`config.mk`:
```
export PLATFORM = sky130hd
export DESIGN_NAME = link_flit_buffer_flat
export DESIGN_NICKNAME = d
export VERILOG_FILES = /design/src/rtl/noc_pkg.sv /design/src/rtl/link_flit_buffer_if.sv /design/src/rtl/credit_counter.sv /design/src/rtl/link_flit_buffer.sv /design/src/flat_wrapper.sv
export SDC_FILE = /design/constraint.sdc
export NUM_CORES = 1
export LEC_CHECK = 0
export BUFFER_PORTS_ARGS = -buffer_cell sky130_fd_sc_hd__buf_4
export CAP_MARGIN = 20
export CORE_UTILIZATION = 40
export DETAILED_ROUTE_END_ITERATION = 10
export HOLD_SLACK_MARGIN = 0.15
export SETUP_SLACK_MARGIN = 0.3
export SLEW_MARGIN = 30
export SYNTH_ARGS = -nofsm -noshare
export SYNTH_HDL_FRONTEND = slang
export SYNTH_HIERARCHICAL = 1
export SYNTH_SLANG_ARGS = --single-unit
```
`constraint.sdc`:
```
create_clock -name clk -period 2.5 [get_ports clk]
set_clock_uncertainty 0.05 [all_clocks]
set_input_delay 0.5 -clock clk [delete_from_list [all_inputs] [get_ports clk]]
set_output_delay 0.5 -clock clk [all_outputs]
set_load 0.1 [all_outputs]
```
`src/rtl/noc_pkg.sv`:
```
// Shared NoC constants and types.
//   FLIT_W       : flit width in bits
//   LINK_DEPTH   : default link buffer depth (entries)
//   LINK_CREDITS : default credit count toward the downstream buffer
//   flit_t       : opaque flit payload
package noc_pkg;
  localparam int FLIT_W       = 20;
  localparam int LINK_DEPTH   = 4;
  localparam int LINK_CREDITS = 4;

  typedef logic [FLIT_W-1:0] flit_t;
endpackage

```
`src/rtl/link_flit_buffer_if.sv`:
```
// Link handshake bundle around a credit-based flit buffer.
//   in/vi : flit and valid arriving from the upstream router
//   co    : credit pulse returned to the upstream router
//   o/vo  : flit and valid sent to the downstream router
//   ci    : credit pulse returned by the downstream router
// The slave modport is the buffer's view; master is the surrounding routers.
interface link_flit_buffer_if #(
  parameter int FLIT_W = noc_pkg::FLIT_W
);
  logic [FLIT_W-1:0] in;
  logic              vi;
  logic              co;
  logic [FLIT_W-1:0] o;
  logic              vo;
  logic              ci;

  modport master (output in, vi, ci, input co, o, vo);
  modport slave  (input in, vi, ci, output co, o, vo);
endinterface

```
`src/rtl/credit_counter.sv`:
```
// Saturating up/down credit counter.
//   clk, rst_n : clock, synchronous active-low reset (count returns to MAX)
//   inc        : credit returned by the receiver
//   dec        : credit consumed by a send; only asserted while avail=1
//   avail      : at least one credit is held
//   credit_err : sticky; a credit arrived while the count was already MAX
module credit_counter #(
  parameter int MAX = 4
) (
  input  logic clk,
  input  logic rst_n,
  input  logic inc,
  input  logic dec,
  output logic avail,
  output logic credit_err
);
  localparam int            CW    = $clog2(MAX + 1);
  localparam logic [CW-1:0] MAX_C = CW'(MAX);

  logic [CW-1:0] count_q, count_d;
  logic          err_q, err_d;

  // NOTE: every always_comb output gets a default first so no latch is inferred.
  always_comb begin
    count_d = count_q;
    err_d   = err_q;
    // A return and a send on the same edge cancel out.
    if (inc && !dec) begin
      if (count_q == MAX_C) err_d = 1'b1;
      else                  count_d = count_q + 1'b1;
    end else if (dec && !inc && count_q != '0) begin
      count_d = count_q - 1'b1;
    end
  end

  // NOTE: sequential state uses non-blocking assignments only.
  always_ff @(posedge clk) begin
    if (!rst_n) begin
      count_q <= MAX_C;
      err_q   <= 1'b0;
    end else begin
      count_q <= count_d;
      err_q   <= err_d;
    end
  end

  assign avail      = (count_q != '0);
  assign credit_err = err_q;
endmodule

```
`src/rtl/link_flit_buffer.sv`:
```
// Credit-based link input buffer: circular FIFO of opaque flits, forwarded
// downstream only while downstream credits remain; one credit pulse is
// returned upstream per flit popped.
//   clk, RST   : clock, synchronous active-low reset
//   lnk        : link_flit_buffer_if.slave (in/vi/co upstream, o/vo/ci downstream)
//   occupancy  : current fill level
//   overflow   : sticky; a flit arrived while full with no pop
//   credit_err : sticky; downstream credit arrived with the counter at DOWN_CREDITS
// Optional (LINK_FLIT_BUFFER_STATS_EN):
//   flit_count  : flits sent downstream, wrapping at 16 bits
//   stall_count : cycles with data held but no credit, saturating at 0xFFFF
module link_flit_buffer #(
  parameter int FLIT_W       = noc_pkg::FLIT_W,
  parameter int DEPTH        = noc_pkg::LINK_DEPTH,
  parameter int DOWN_CREDITS = noc_pkg::LINK_CREDITS
) (
  input  logic                   clk,
  input  logic                   RST,
  link_flit_buffer_if.slave      lnk,
  output logic [$clog2(DEPTH):0] occupancy,
  output logic                   overflow,
  output logic                   credit_err
`ifdef LINK_FLIT_BUFFER_STATS_EN
  ,
  output logic [15:0]            flit_count,
  output logic [15:0]            stall_count
`endif
);
  localparam int               PTR_W    = $clog2(DEPTH);
  localparam int               OCC_W    = PTR_W + 1;
  localparam logic [OCC_W-1:0] FULL_LVL = OCC_W'(DEPTH);

  logic [FLIT_W-1:0] mem [DEPTH];
  logic [PTR_W-1:0]  wr_ptr_q, wr_ptr_d, rd_ptr_q, rd_ptr_d;
  logic [OCC_W-1:0]  occ_q, occ_d;
  logic [FLIT_W-1:0] o_q, o_d;
  logic              vo_q, vo_d, co_q, co_d, ovf_q, ovf_d;
  logic              credit_avail, full, pop, push;

  assign full = (occ_q == FULL_LVL);
  assign pop  = (occ_q != '0) && credit_avail;
  // A full FIFO still accepts a flit when the head leaves on the same edge.
  assign push = lnk.vi && (!full || pop);

  credit_counter #(.MAX(DOWN_CREDITS)) u_credit (
    .clk        (clk),
    .rst_n      (RST),
    .inc        (lnk.ci),
    .dec        (pop),
    .avail      (credit_avail),
    .credit_err (credit_err)
  );

  always_comb begin
    wr_ptr_d = wr_ptr_q;
    rd_ptr_d = rd_ptr_q;
    occ_d    = occ_q;
    o_d      = o_q;
    vo_d     = pop;
    co_d     = pop;
    ovf_d    = ovf_q | (lnk.vi & ~push);
    if (push) wr_ptr_d = wr_ptr_q + 1'b1;
    if (pop) begin
      rd_ptr_d = rd_ptr_q + 1'b1;
      o_d      = mem[rd_ptr_q];
    end
    case ({push, pop})
      2'b10:   occ_d = occ_q + 1'b1;
      2'b01:   occ_d = occ_q - 1'b1;
      default: occ_d = occ_q;
    endcase
  end

  always_ff @(posedge clk) begin
    if (!RST) begin
      wr_ptr_q <= '0;
      rd_ptr_q <= '0;
      occ_q    <= '0;
      o_q      <= '0;
      vo_q     <= 1'b0;
      co_q     <= 1'b0;
      ovf_q    <= 1'b0;
    end else begin
      wr_ptr_q <= wr_ptr_d;
      rd_ptr_q <= rd_ptr_d;
      occ_q    <= occ_d;
      o_q      <= o_d;
      vo_q     <= vo_d;
      co_q     <= co_d;
      ovf_q    <= ovf_d;
    end
  end

  // NOTE: storage is not reset; occupancy and pointers alone decide what is valid.
  always_ff @(posedge clk) begin
    if (push) mem[wr_ptr_q] <= lnk.in;
  end

  assign lnk.o     = o_q;
  assign lnk.vo    = vo_q;
  assign lnk.co    = co_q;
  assign occupancy = occ_q;
  assign overflow  = ovf_q;

`ifdef LINK_FLIT_BUFFER_STATS_EN
  logic [15:0] flit_cnt_q, flit_cnt_d, stall_cnt_q, stall_cnt_d;

  always_comb begin
    flit_cnt_d  = flit_cnt_q;
    stall_cnt_d = stall_cnt_q;
    if (pop) flit_cnt_d = flit_cnt_q + 16'd1;
    if (occ_q != '0 && !credit_avail && stall_cnt_q != 16'hFFFF)
      stall_cnt_d = stall_cnt_q + 16'd1;
  end

  always_ff @(posedge clk) begin
    if (!RST) begin
      flit_cnt_q  <= '0;
      stall_cnt_q <= '0;
    end else begin
      flit_cnt_q  <= flit_cnt_d;
      stall_cnt_q <= stall_cnt_d;
    end
  end

  assign flit_count  = flit_cnt_q;
  assign stall_count = stall_cnt_q;
`endif
endmodule

```
`src/flat_wrapper.sv`:
```
// flat-port wrapper written by rule: the top's interface ports become plain ports
module link_flit_buffer_flat 
#(
  parameter int FLIT_W       = noc_pkg::FLIT_W,
  parameter int DEPTH        = noc_pkg::LINK_DEPTH,
  parameter int DOWN_CREDITS = noc_pkg::LINK_CREDITS
)
  (clk, RST, occupancy, overflow, credit_err, lnk_in, lnk_vi, lnk_ci, lnk_co, lnk_o, lnk_vo);
  link_flit_buffer_if #(.FLIT_W(FLIT_W)) lnk_i ();
  input  logic clk;
  input  logic RST;
  output logic [$clog2(DEPTH):0] occupancy;
  output logic overflow;
  output logic credit_err;
  input wire logic [$bits(lnk_i.in)-1:0] lnk_in;
  input wire logic [$bits(lnk_i.vi)-1:0] lnk_vi;
  input wire logic [$bits(lnk_i.ci)-1:0] lnk_ci;
  output wire logic [$bits(lnk_i.co)-1:0] lnk_co;
  output wire logic [$bits(lnk_i.o)-1:0] lnk_o;
  output wire logic [$bits(lnk_i.vo)-1:0] lnk_vo;
  assign lnk_i.in = lnk_in;
  assign lnk_i.vi = lnk_vi;
  assign lnk_i.ci = lnk_ci;
  assign lnk_co = lnk_i.co;
  assign lnk_o = lnk_i.o;
  assign lnk_vo = lnk_i.vo;
  link_flit_buffer #(.FLIT_W(FLIT_W), .DEPTH(DEPTH), .DOWN_CREDITS(DOWN_CREDITS)) u_core (.clk(clk), .RST(RST), .lnk(lnk_i), .occupancy(occupancy), .overflow(overflow), .credit_err(credit_err));
endmodule
```
==> summary.md, run 1 <==
| Metric | Value |
|---|---|
| WL met2 | 4250 microns |
| Core ar. | 10800 sq um |
| Via density | 4.89 |
| Yosys cell types | 38 |
| DP Cell Count | 463 |
| GP Congestion | 0.708 |
| Min Clock Period, post-route | 2.31 ns |
| Arr. time, crit path | 2.68 ns |
| DRC Markers | 0 |
| Share of layout cells above drive strength 1 | 34.2% |
| Synthesized area | 4420 sq um |
| Clk root buf | clkbuf_8 |
| Non-Filler Instances | 523 |
| Worst setup EP type | register |
| Kind of critical path | reg -> reg |
| Setup TNS Final | 0 ns |
| IO buf count | 50 |
| Cell count after synthesis | 279 |
| Cell taking the most area after synthesis | edfxtp_1 |
| Largest net degree at the start of global routing | 35 |
| Required @ worst endpoint | 2.88 ns |
| Number of DRC violations after detailed-routing iteration 0 | 66 |
| Final WL | 8530 microns |
| Cell depth of the worst flop-to-flop path | 9 |
| Share of synthesized flip-flops with an asynchronous set or reset | 0% |
| Final Max Tran Viols | 0 |
| Top Metal Used | met4 |
| M1 WL | 3740 microns |
| Die Y | 107 microns |
| Maximum clock rate | 434 MHz |
| Pwr Density | 1380 nW/um^2 |
| IO Count | 51 |
| Initial antenna violation count | 0 |
| Yosys reg bits | 113 |
| Number of vias in the routed layout | 2556 |
| First-pass GRT wire length | 13800 microns |
| Vias in the first global route | 2696 |
| Total CTS buffers | 17 |
| Peak VDD IR | 0.00112 V |
| Starting density of the core | 41.0% |
| Met3 routed WL | 346 microns |
| Dpl hpwl | 4580 microns |
| Status | finished clean |
| Crit-path max FO | 2 |
| Synth Area per Inst | 15.8 sq um |
| Worst slew pin tran | 0.391 ns |
| Maximum clock insertion buffer count | 2 |
| Crit share post-route | 92.2% |
| Synth warnings | 6 |
| Hold Fails Final Rpt | 0 |
| Register area | 3080 sq um |
| H-tree depth | 4 |
| Final ANT Viol Nets | 0 |
| Final #Nets | 400 |
| LEAKAGE | 0.00212 uW |
| Fillers | 879 |
| Seq/Total Area, Yosys | 69.3% |
| Cell Rows | 38 |
| Hold Path Cell Cnt | 3 |
| CTS Sinks | 113 |
| Synthesized Nets | 309 |
| Area share of the largest cell type after synthesis | 54.3% |
| Synth Flop Type | edfxtp_1 |
| Leading cell types by total area after synthesis | edfxtp_1 54%, dfxtp_1 15%, mux4_2 10% |
| Crit start category | register |
| Wirelength per Cell | 16.3 microns |
| Max Cap Viol | 0 |
| Multi-input gate area | 1250 sq um |
| RSZ-0062 raised after global routing | yes |
| Worst hold path class | in -> reg |
| Number of diodes | 0 |
| GRT Total Usage | 16.7% |
| Drt pass-1 iters | 4 |
| Remaining global-route overflow | 0 |
| Post-synth EDFFs | 80 |
| Area growth syn-to-layout | 31.3% |
| CTS tree | done |
| Die X | 107 microns |
| Skew-Pair Late Insertion Delay | 0.51 ns |
| Setup violators final | 0 |
| Total Die Area | 11500 sq um |
| Clk slew on worst S/H paths | 0.05 ns |
| Max-slew headroom | 73.3% |
==> worst paths after layout <==
kind                                           start                                       to  slack (ns)
max          u_core/u_credit/count_q[0]$_SDFFE_PN0P_  u_core/u_credit/count_q[2]$_SDFFE_PN1P_        0.19
min                                           lnk_vi               u_core/overflow$_SDFF_PN0_        0.27
min reg2reg            u_core/lnk.o[12]$_SDFFE_PN0P_            u_core/lnk.o[12]$_SDFFE_PN0P_        0.40
max reg2reg  u_core/u_credit/count_q[0]$_SDFFE_PN0P_  u_core/u_credit/count_q[2]$_SDFFE_PN1P_        0.19
==> Yosys cell counts, types with 3 or more instances <==
master	instances
buf_4	3
edfxtp_1	80
a21boi_1	16
a21boi_0	5
and2_1	9
inv_1	8
xor2_1	4
nor2b_1	4
a21oi_1	3
nor2_1	4
mux4_2	20
buf_2	5
ha_1	4
xnor2_1	4
dfxtp_1	33
o21ai_0	3
clkbuf_1	4
nand2_1	46
==> critical path, stage by stage (launching register included) <==
cell       delay [ns]
dfxtp_4          0.34
or3_4            0.39
o31ai_4          0.08
inv_2            0.05
and2b_2          0.24
inv_2            0.05
fa_2             0.34
or3b_4           0.38
a2bb2oi_1        0.14
o221ai_1         0.17
==> state kept, by name (all words and copies together), names as in the netlist <==
name                        count
u_core/mem                     80
u_core/overflow                 1
u_core/u_credit/credit_err      1
u_core/u_credit/count_q         3
u_core/lnk.o                   20
u_core/occupancy                3
u_core/wr_ptr_q                 2
u_core/rd_ptr_q                 2
u_core/lnk.co                   1
==> logic make-up after synthesis <==
kind of cell,synth area share (%)
and+or+nand+nor,7.53
muxes,10.6
DFF,69.3
buffers and inverters,2.69
adders and majority gates,2.04
xor gates and xnor gates,1.58
AOI/OAI and AO/OA,6.25
==> placed cells by master (no fill, tap or decap), types with 2 or more instances in the layout <==
cell type | Yosys | routed
ha_1 | 4 | 4
xor2_1 | 4 | 4
and2_1 | 9 | 9
clkbuf_1 | 4 | 3
mux4_2 | 20 | 20
xnor2_1 | 4 | 4
clkinv_2 | 0 | 3
clkinv_4 | 0 | 2
edfxtp_1 | 80 | 80
dfxtp_2 | 0 | 3
inv_2 | 1 | 2
buf_4 | 3 | 65
nor2b_1 | 4 | 3
dfxtp_4 | 0 | 3
a21boi_0 | 5 | 5
dlygate4sd3_1 | 0 | 20
dfxtp_1 | 33 | 27
inv_1 | 8 | 7
mux2i_1 | 2 | 2
a21oi_1 | 3 | 3
a21boi_1 | 16 | 16
nand2_1 | 46 | 46
clkbuf_8 | 0 | 5
nor2_1 | 4 | 4
o21ai_0 | 3 | 3
clkbuf_16 | 0 | 16
nand2b_1 | 2 | 2
==> metrics by stage <==
step | total power, uW | utilization, % | hold slack [ns] | setup WS [ns] | area, sq um
global placement | 5660 | 46.1 | 0.393 | 0.185 | 4980
finish | 8020 | 53.8 | 0.270 | 0.195 | 5810
CTS | 8050 | 53.6 | 0.253 | 0.173 | 5790
global route | 8410 | 53.8 | 0.287 | 0.0982 | 5810
detailed placement | 5700 | 46.1 | 0.400 | 0.128 | 4980
floorplan | 5040 | - | 0.434 | -0.0160 | 4450
==> per-layer routing <==
metal / up-vias / GRT usage (%)
li1: 1209 / -
met1: 1272 / 20.4
met2: 58 / 26.9
met3: 17 / 5.23
met4: 0 / 8.32
met5: - / 0
==> report_power, final <==
| part | switching, uW | total, uW | leakage (uW) | internal [uW] |
|---|---|---|---|---|
| Clock | 818 | 2240 | 0.000275 | 1420 |
| Combinational | 2280 | 3260 | 0.000840 | 979 |
| Sequential | 195 | 2520 | 0.00101 | 2330 |
| Total | 3290 | 8020 | 0.00212 | 4730 |
==> cell type report <==
type,count,area share [%]
timing repair buffer,86,12.2
sequential,113,53.0
tap,140,3.02
multi-input combinational,143,21.6
inverter,9,0.582
clock buffer,24,8.27
clock inverter,8,1.36
==> what timing repair did <==
action / CTS / global route
hold endpoints to repair: 80 / 0
setup endpoints to repair: 3 / 4
gates cloned: 0 / 0
hold buffers: 20 / 0
pin swaps: 4 / 2
resized for setup: 4 / 2
setup buffers: 6 / 2
(Power assumes the default switching activity.)
==> inputs of run 2 (changes only) <==
==> constraint.sdc (replaced) <==
create_clock -name clk -period 2.8 [get_ports clk]
set_clock_uncertainty 0.05 [all_clocks]
set_input_delay 0.56 -clock clk [delete_from_list [all_inputs] [get_ports clk]]
set_output_delay 0.56 -clock clk [all_outputs]
set_load 0.1 [all_outputs]
==> run 2 against run 1 <==
Net effect:
- cell area shrank 4.0%
- maximum frequency shrank 1.6%
- setup slack gained 0.26 ns
- routed wire length shrank 7.4%
- critical path type unchanged
- critical endpoint unchanged
==> summary.md, run 2 (synthesis results as in run 1) <==
| Metric | Value |
|---|---|
| Total Die Area | 11500 sq um |
| Status | finished clean |
| Slowest stage delay, CP | 0.41 ns |
| CTS Sinks | 113 |
| Setup TNS Final | 0 ns |
| Critical path's top delay family | simple AND/OR/NAND/NOR gates |
| Number of diodes | 0 |
| Hold_ws | 0.211 ns |
| Maximum clock insertion buffer count | 2 |
| Final Max Tran Viols | 0 |
| Critical-path top delay cell | or3_4 |
| Max-slew headroom | 61.4% |
| Commonest non-fill, non-tap cell in the layout | edfxtp_1 |
| Final Core Density | 51.7% |
| Remaining global-route overflow | 0 |
| Setup violators final | 0 |
| Crit share post-route | 83.6% |
| Clk slew on worst S/H paths | 0.05 ns |
| Dpl hpwl | 4660 microns |
| Final ANT Viol Nets | 0 |
| Core ar. | 10800 sq um |
| IO Count | 51 |
| Area growth syn-to-layout | 26.1% |
| Buffers & Inverters on Critical Path | 2 |
| Die X | 107 microns |
| Initial antenna violation count | 0 |
| Via density | 4.92 |
| GP Congestion | 0.728 |
| Most frequent cells in the layout | 80 x edfxtp_1, 57 x buf_4, 46 x nand2_1 |
| Cell Rows | 38 |
| Wirelength per Cell | 15.9 microns |
| Required @ worst endpoint | 3.16 ns |
| Worst hold path class | in -> reg |
| Starting density of the core | 41.0% |
| Crit-path max FO | 5 |
| Worst slew pin tran | 0.580 ns |
| Share of layout cells above drive strength 1 | 33.1% |
| Maximum clock rate | 427 MHz |
| GRT Total Usage | 15.4% |
| Min Clock Period, post-route | 2.34 ns |
| Vias in the first global route | 2458 |
| Kind of critical path | reg -> reg |
| IO buf count | 50 |
| Max Cap Viol | 0 |
| Number of flip-flops in the largest register | 80 |
| Drt pass-1 iters | 5 |
| Final #Nets | 373 |
| DRC Markers | 0 |
| Die Y | 107 microns |
| Crit-path cells | or3_4 > o31ai_4 > inv_2 > and2b_2 > inv_1 > fa_2 > or3b_1 > a2bb2oi_1 > o221ai_1 |
| DP Cell Count | 463 |
| CTS tree | done |
| Hold Fails Final Rpt | 0 |
| Skew-Pair Late Insertion Delay | 0.49 ns |
| Total CTS buffers | 17 |
| Worst setup EP type | register |
| Number of DRC violations after detailed-routing iteration 0 | 80 |
| Arr. time, crit path | 2.70 ns |
| RSZ-0062 raised after global routing | no |
| Final WL | 7890 microns |
| Number of vias in the routed layout | 2438 |
| Non-Filler Instances | 496 |
| H-tree depth | 4 |
| First-pass GRT wire length | 12800 microns |
| Largest register by flop count | u_core/mem |
| Clk root buf | clkbuf_8 |
| Largest net degree at the start of global routing | 35 |
| Crit start category | register |
-- run 2: final cells by class --
| cell class | instances | area, sq um |
|---|---|---|
| clock buffers | 21 | 439 |
| multi-input cells | 143 | 1250 |
| well taps | 140 | 175 |
| flip-flops and latches | 113 | 3070 |
| inverters | 9 | 33.8 |
| repair buffers | 59 | 468 |
| clock inverters | 11 | 138 |
| fillers | 907 | 5220 |
-- run 2: final timing paths --
kind | start | cells past startpoint | slack (ns) | end
hold / removal | lnk_in[2] | 1 | 0.21 | u_core/mem[3][2]$_DFFE_PP_
hold reg to reg | u_core/lnk.o[17]$_SDFFE_PN0P_ | 2 | 0.40 | u_core/lnk.o[17]$_SDFFE_PN0P_
setup reg to reg | u_core/u_credit/count_q[2]$_SDFFE_PN1P_ | 9 | 0.46 | u_core/u_credit/count_q[2]$_SDFFE_PN1P_
setup / recovery | u_core/u_credit/count_q[2]$_SDFFE_PN1P_ | 9 | 0.46 | u_core/u_credit/count_q[2]$_SDFFE_PN1P_
-- run 2: per-stage QoR --
step | worst slack (ns) | cell area, sq um
after floorplan | 0.284 | 4450
after global placement | 0.484 | 4990
after detailed placement | 0.429 | 4990
after CTS | 0.413 | 5570
after global routing | 0.301 | 5580
final | 0.458 | 5580
-- run 2: timing repair --
| item | CTS | global route |
|---|---|---|
| buffers inserted | 0 | 1 |
| endpoints found under the hold margin | 0 | 0 |
| setup endpoints to repair | 0 | 2 |
| hold buffers | 0 | 0 |
| resized for setup | 0 | 1 |
-- run 2: metal layers --
layer,GRT usage [%],part of all wire [%],routed length (microns),vias to the layer above
met5,0,0,0,-
met3,5.05,5.2,409,11
met4,5.87,1.2,96,0
li1,-,-,-,1163
met1,19.2,43,3370,1208
met2,24.9,51,4020,56
Power of run 2 is not shown: default switching activity piles up to over one toggle a cycle in this logic, so the estimate is an artifact.
==> inputs of run 3 (changes only) <==
==> constraint.sdc (replaced) <==
create_clock -name clk -period 2 [get_ports clk]
set_clock_uncertainty 0.05 [all_clocks]
set_input_delay 0.4 -clock clk [delete_from_list [all_inputs] [get_ports clk]]
set_output_delay 0.4 -clock clk [all_outputs]
set_load 0.1 [all_outputs]
==> run 3 against run 2 <==
Net effect:
- the flow now finishes with violations (design-rule violations, negative setup slack)
- register-to-register slack worse by 0.75 ns
- global-route usage increased by 3.8 points
- largest cell class unchanged
- via count grew 18%
- sequential cell count is the same
- die area did not move
- non-clock buffer count grew 54
- clock-buffer cell count fell by 3
- final cell count up 14%
- worst hold slack better by 0.0075 ns
- maximum frequency is 2.1% higher
- cell area grew 17%
==> summary.md, run 3 (synthesis results as in run 1) <==
| Metric | Value |
|---|---|
| Number of DRC violations after detailed-routing iteration 0 | 149 |
| DRC Markers | 2 |
| Fillers | 836 |
| Share of layout cells above drive strength 1 | 46.6% |
| Pwr Density | 1820 nW/um^2 |
| Crit-path max FO | 2 |
| Drt pass-1 iters | 8 |
| Required @ worst endpoint | 2.37 ns |
| Vias in the first global route | 2809 |
| Largest register by flop count | u_core/mem |
| Dpl hpwl | 4750 microns |
| Final ANT Viol Nets | 0 |
| Cell Rows | 38 |
| Die Y | 107 microns |
| Worst hold path class | in -> reg |
| Max Cap Viol | 0 |
| Peak VDD IR | 0.00197 V |
| Status | finished with violations |
| Final WL | 10300 microns |
| Commonest non-fill, non-tap cell in the layout | edfxtp_1 |
| Largest net degree at the start of global routing | 35 |
| Final Max Tran Viols | 0 |
| Crit path setup slack, layout | -0.294 ns |
| Max-slew headroom | 76.0% |
| RSZ-0062 raised after global routing | yes |
| Via density | 5.08 |
| Worst setup EP type | register |
| Setup TNS Final | -9.41 ns |
| Setup violators final | 85 |
| Clk slew on worst S/H paths | 0.06 ns |
| DP Cell Count | 475 |
| LEAKAGE | 0.00246 uW |
| Skew-Pair Late Insertion Delay | 0.51 ns |
| Failing checks | design-rule violations, negative setup slack |
| CTS tree | done |
| H-tree depth | 4 |
| Crit share post-route | 115% |
| GP Congestion | 0.691 |
| Min Clock Period, post-route | 2.29 ns |
| Core ar. | 10800 sq um |
| Final #Nets | 442 |
| Maximum clock insertion buffer count | 2 |
| GRT Total Usage | 19.2% |
| IO Count | 51 |
| Number of vias in the routed layout | 2870 |
| Remaining global-route overflow | 0 |
| Maximum clock rate | 436 MHz |
| Wirelength per Cell | 18.3 microns |
| CTS Sinks | 113 |
| Hold Fails Final Rpt | 0 |
| Initial antenna violation count | 0 |
| Arr. time, crit path | 2.66 ns |
| Die X | 107 microns |
| Crit start category | register |
| IO buf count | 50 |
| Starting density of the core | 41.0% |
| Total Die Area | 11500 sq um |
| Number of flip-flops in the largest register | 80 |
| Total CTS buffers | 17 |
| Worst slew pin tran | 0.360 ns |
| Final Core Density | 60.3% |
| Number of diodes | 0 |
| First-pass GRT wire length | 15400 microns |
| Area growth syn-to-layout | 47.1% |
| Non-Filler Instances | 565 |
| Most frequent cells in the layout | 80 x edfxtp_1, 76 x buf_4, 38 x nand2_1 |
| Kind of critical path | reg -> reg |
| Clk root buf | clkbuf_8 |
[run 3: changes by cell type in the layout (fill, tap and decap cells not counted), sizes merged, moves of 3 or more]
| cell | before | now |
|---|---|---|
| clkinvlp | 0 | 7 |
| nor2b | 4 | 7 |
| clkinv | 8 | 3 |
| and2 | 9 | 21 |
| dlygate4sd3 | 0 | 20 |
| buf | 59 | 92 |
[run 3: layout make-up]
type	instances	area (sq um)	area share (%)
well taps	140	175	2.69
clock buffers	18	428	6.58
clock inverters	14	164	2.52
multi-input cells	158	1560	24.0
repair buffers	113	1060	16.3
inverters	9	33.8	0.519
flip-flops and latches	113	3080	47.3
[run 3: worst max-delay path, cell delays in order, from the launching register on]
cell and delay (ns):
dfxtp_2 0.31, or3_4 0.40, o31ai_4 0.07, inv_2 0.05, and2b_2 0.22, inv_2 0.04, fa_2 0.34, or3b_4 0.38
a2bb2oi_1 0.14, o221ai_1 0.19
[run 3: per-stage QoR]
stage / total power (uW) / instance area, sq um / setup slack (ns) / hold WS, ns
detailed placement: 7310 / 5070 / -0.263 / 0.400
floorplan: 6320 / 4460 / -0.516 / 0.429
global placement: 7250 / 5070 / -0.222 / 0.393
global route: 12300 / 6500 / -0.362 / 0.239
finish: 11900 / 6500 / -0.294 / 0.219
CTS: 11300 / 6330 / -0.249 / 0.208
[run 3: path summary, 6_finish.rpt]
check / startpoint / end / slack [ns] / cells past startpoint
setup / recovery: u_core/u_credit/count_q[0]$_SDFFE_PN0P_ / u_core/u_credit/count_q[2]$_SDFFE_PN1P_ / -0.29 / 9
hold / removal: lnk_vi / u_core/overflow$_SDFF_PN0_ / 0.22 / 3
setup reg to reg: u_core/u_credit/count_q[0]$_SDFFE_PN0P_ / u_core/u_credit/count_q[2]$_SDFFE_PN1P_ / -0.29 / 9
hold reg to reg: u_core/lnk.o[1]$_SDFFE_PN0P_ / u_core/lnk.o[1]$_SDFFE_PN0P_ / 0.40 / 2
[run 3: routing by layer]
metal | routed length (microns) | part of all wire [%] | vias to the layer above | track usage (%)
li1 | - | - | 1313 | -
met1 | 4420 | 43 | 1436 | 23.8
met2 | 5190 | 50 | 100 | 31.2
met3 | 523 | 5.1 | 21 | 5.35
met4 | 205 | 2.0 | 0 | 8.51
met5 | 0 | 0 | - | 0
[run 3: what timing repair did]
action	CTS	global route
endpoints found under the hold margin	80	0
gates cloned	16	1
setup buffers	15	6
hold buffers	20	0
pin swaps	22	11
endpoints found under the setup margin	92	113
resized for setup	57	25
[run 3: where the power goes]
part / switching [uW] / internal [uW] / leakage (uW)
Combinational: 3500 / 2310 / 0.00119
Clock: 1050 / 1920 / 0.000267
Sequential: 182 / 2910 / 0.00101
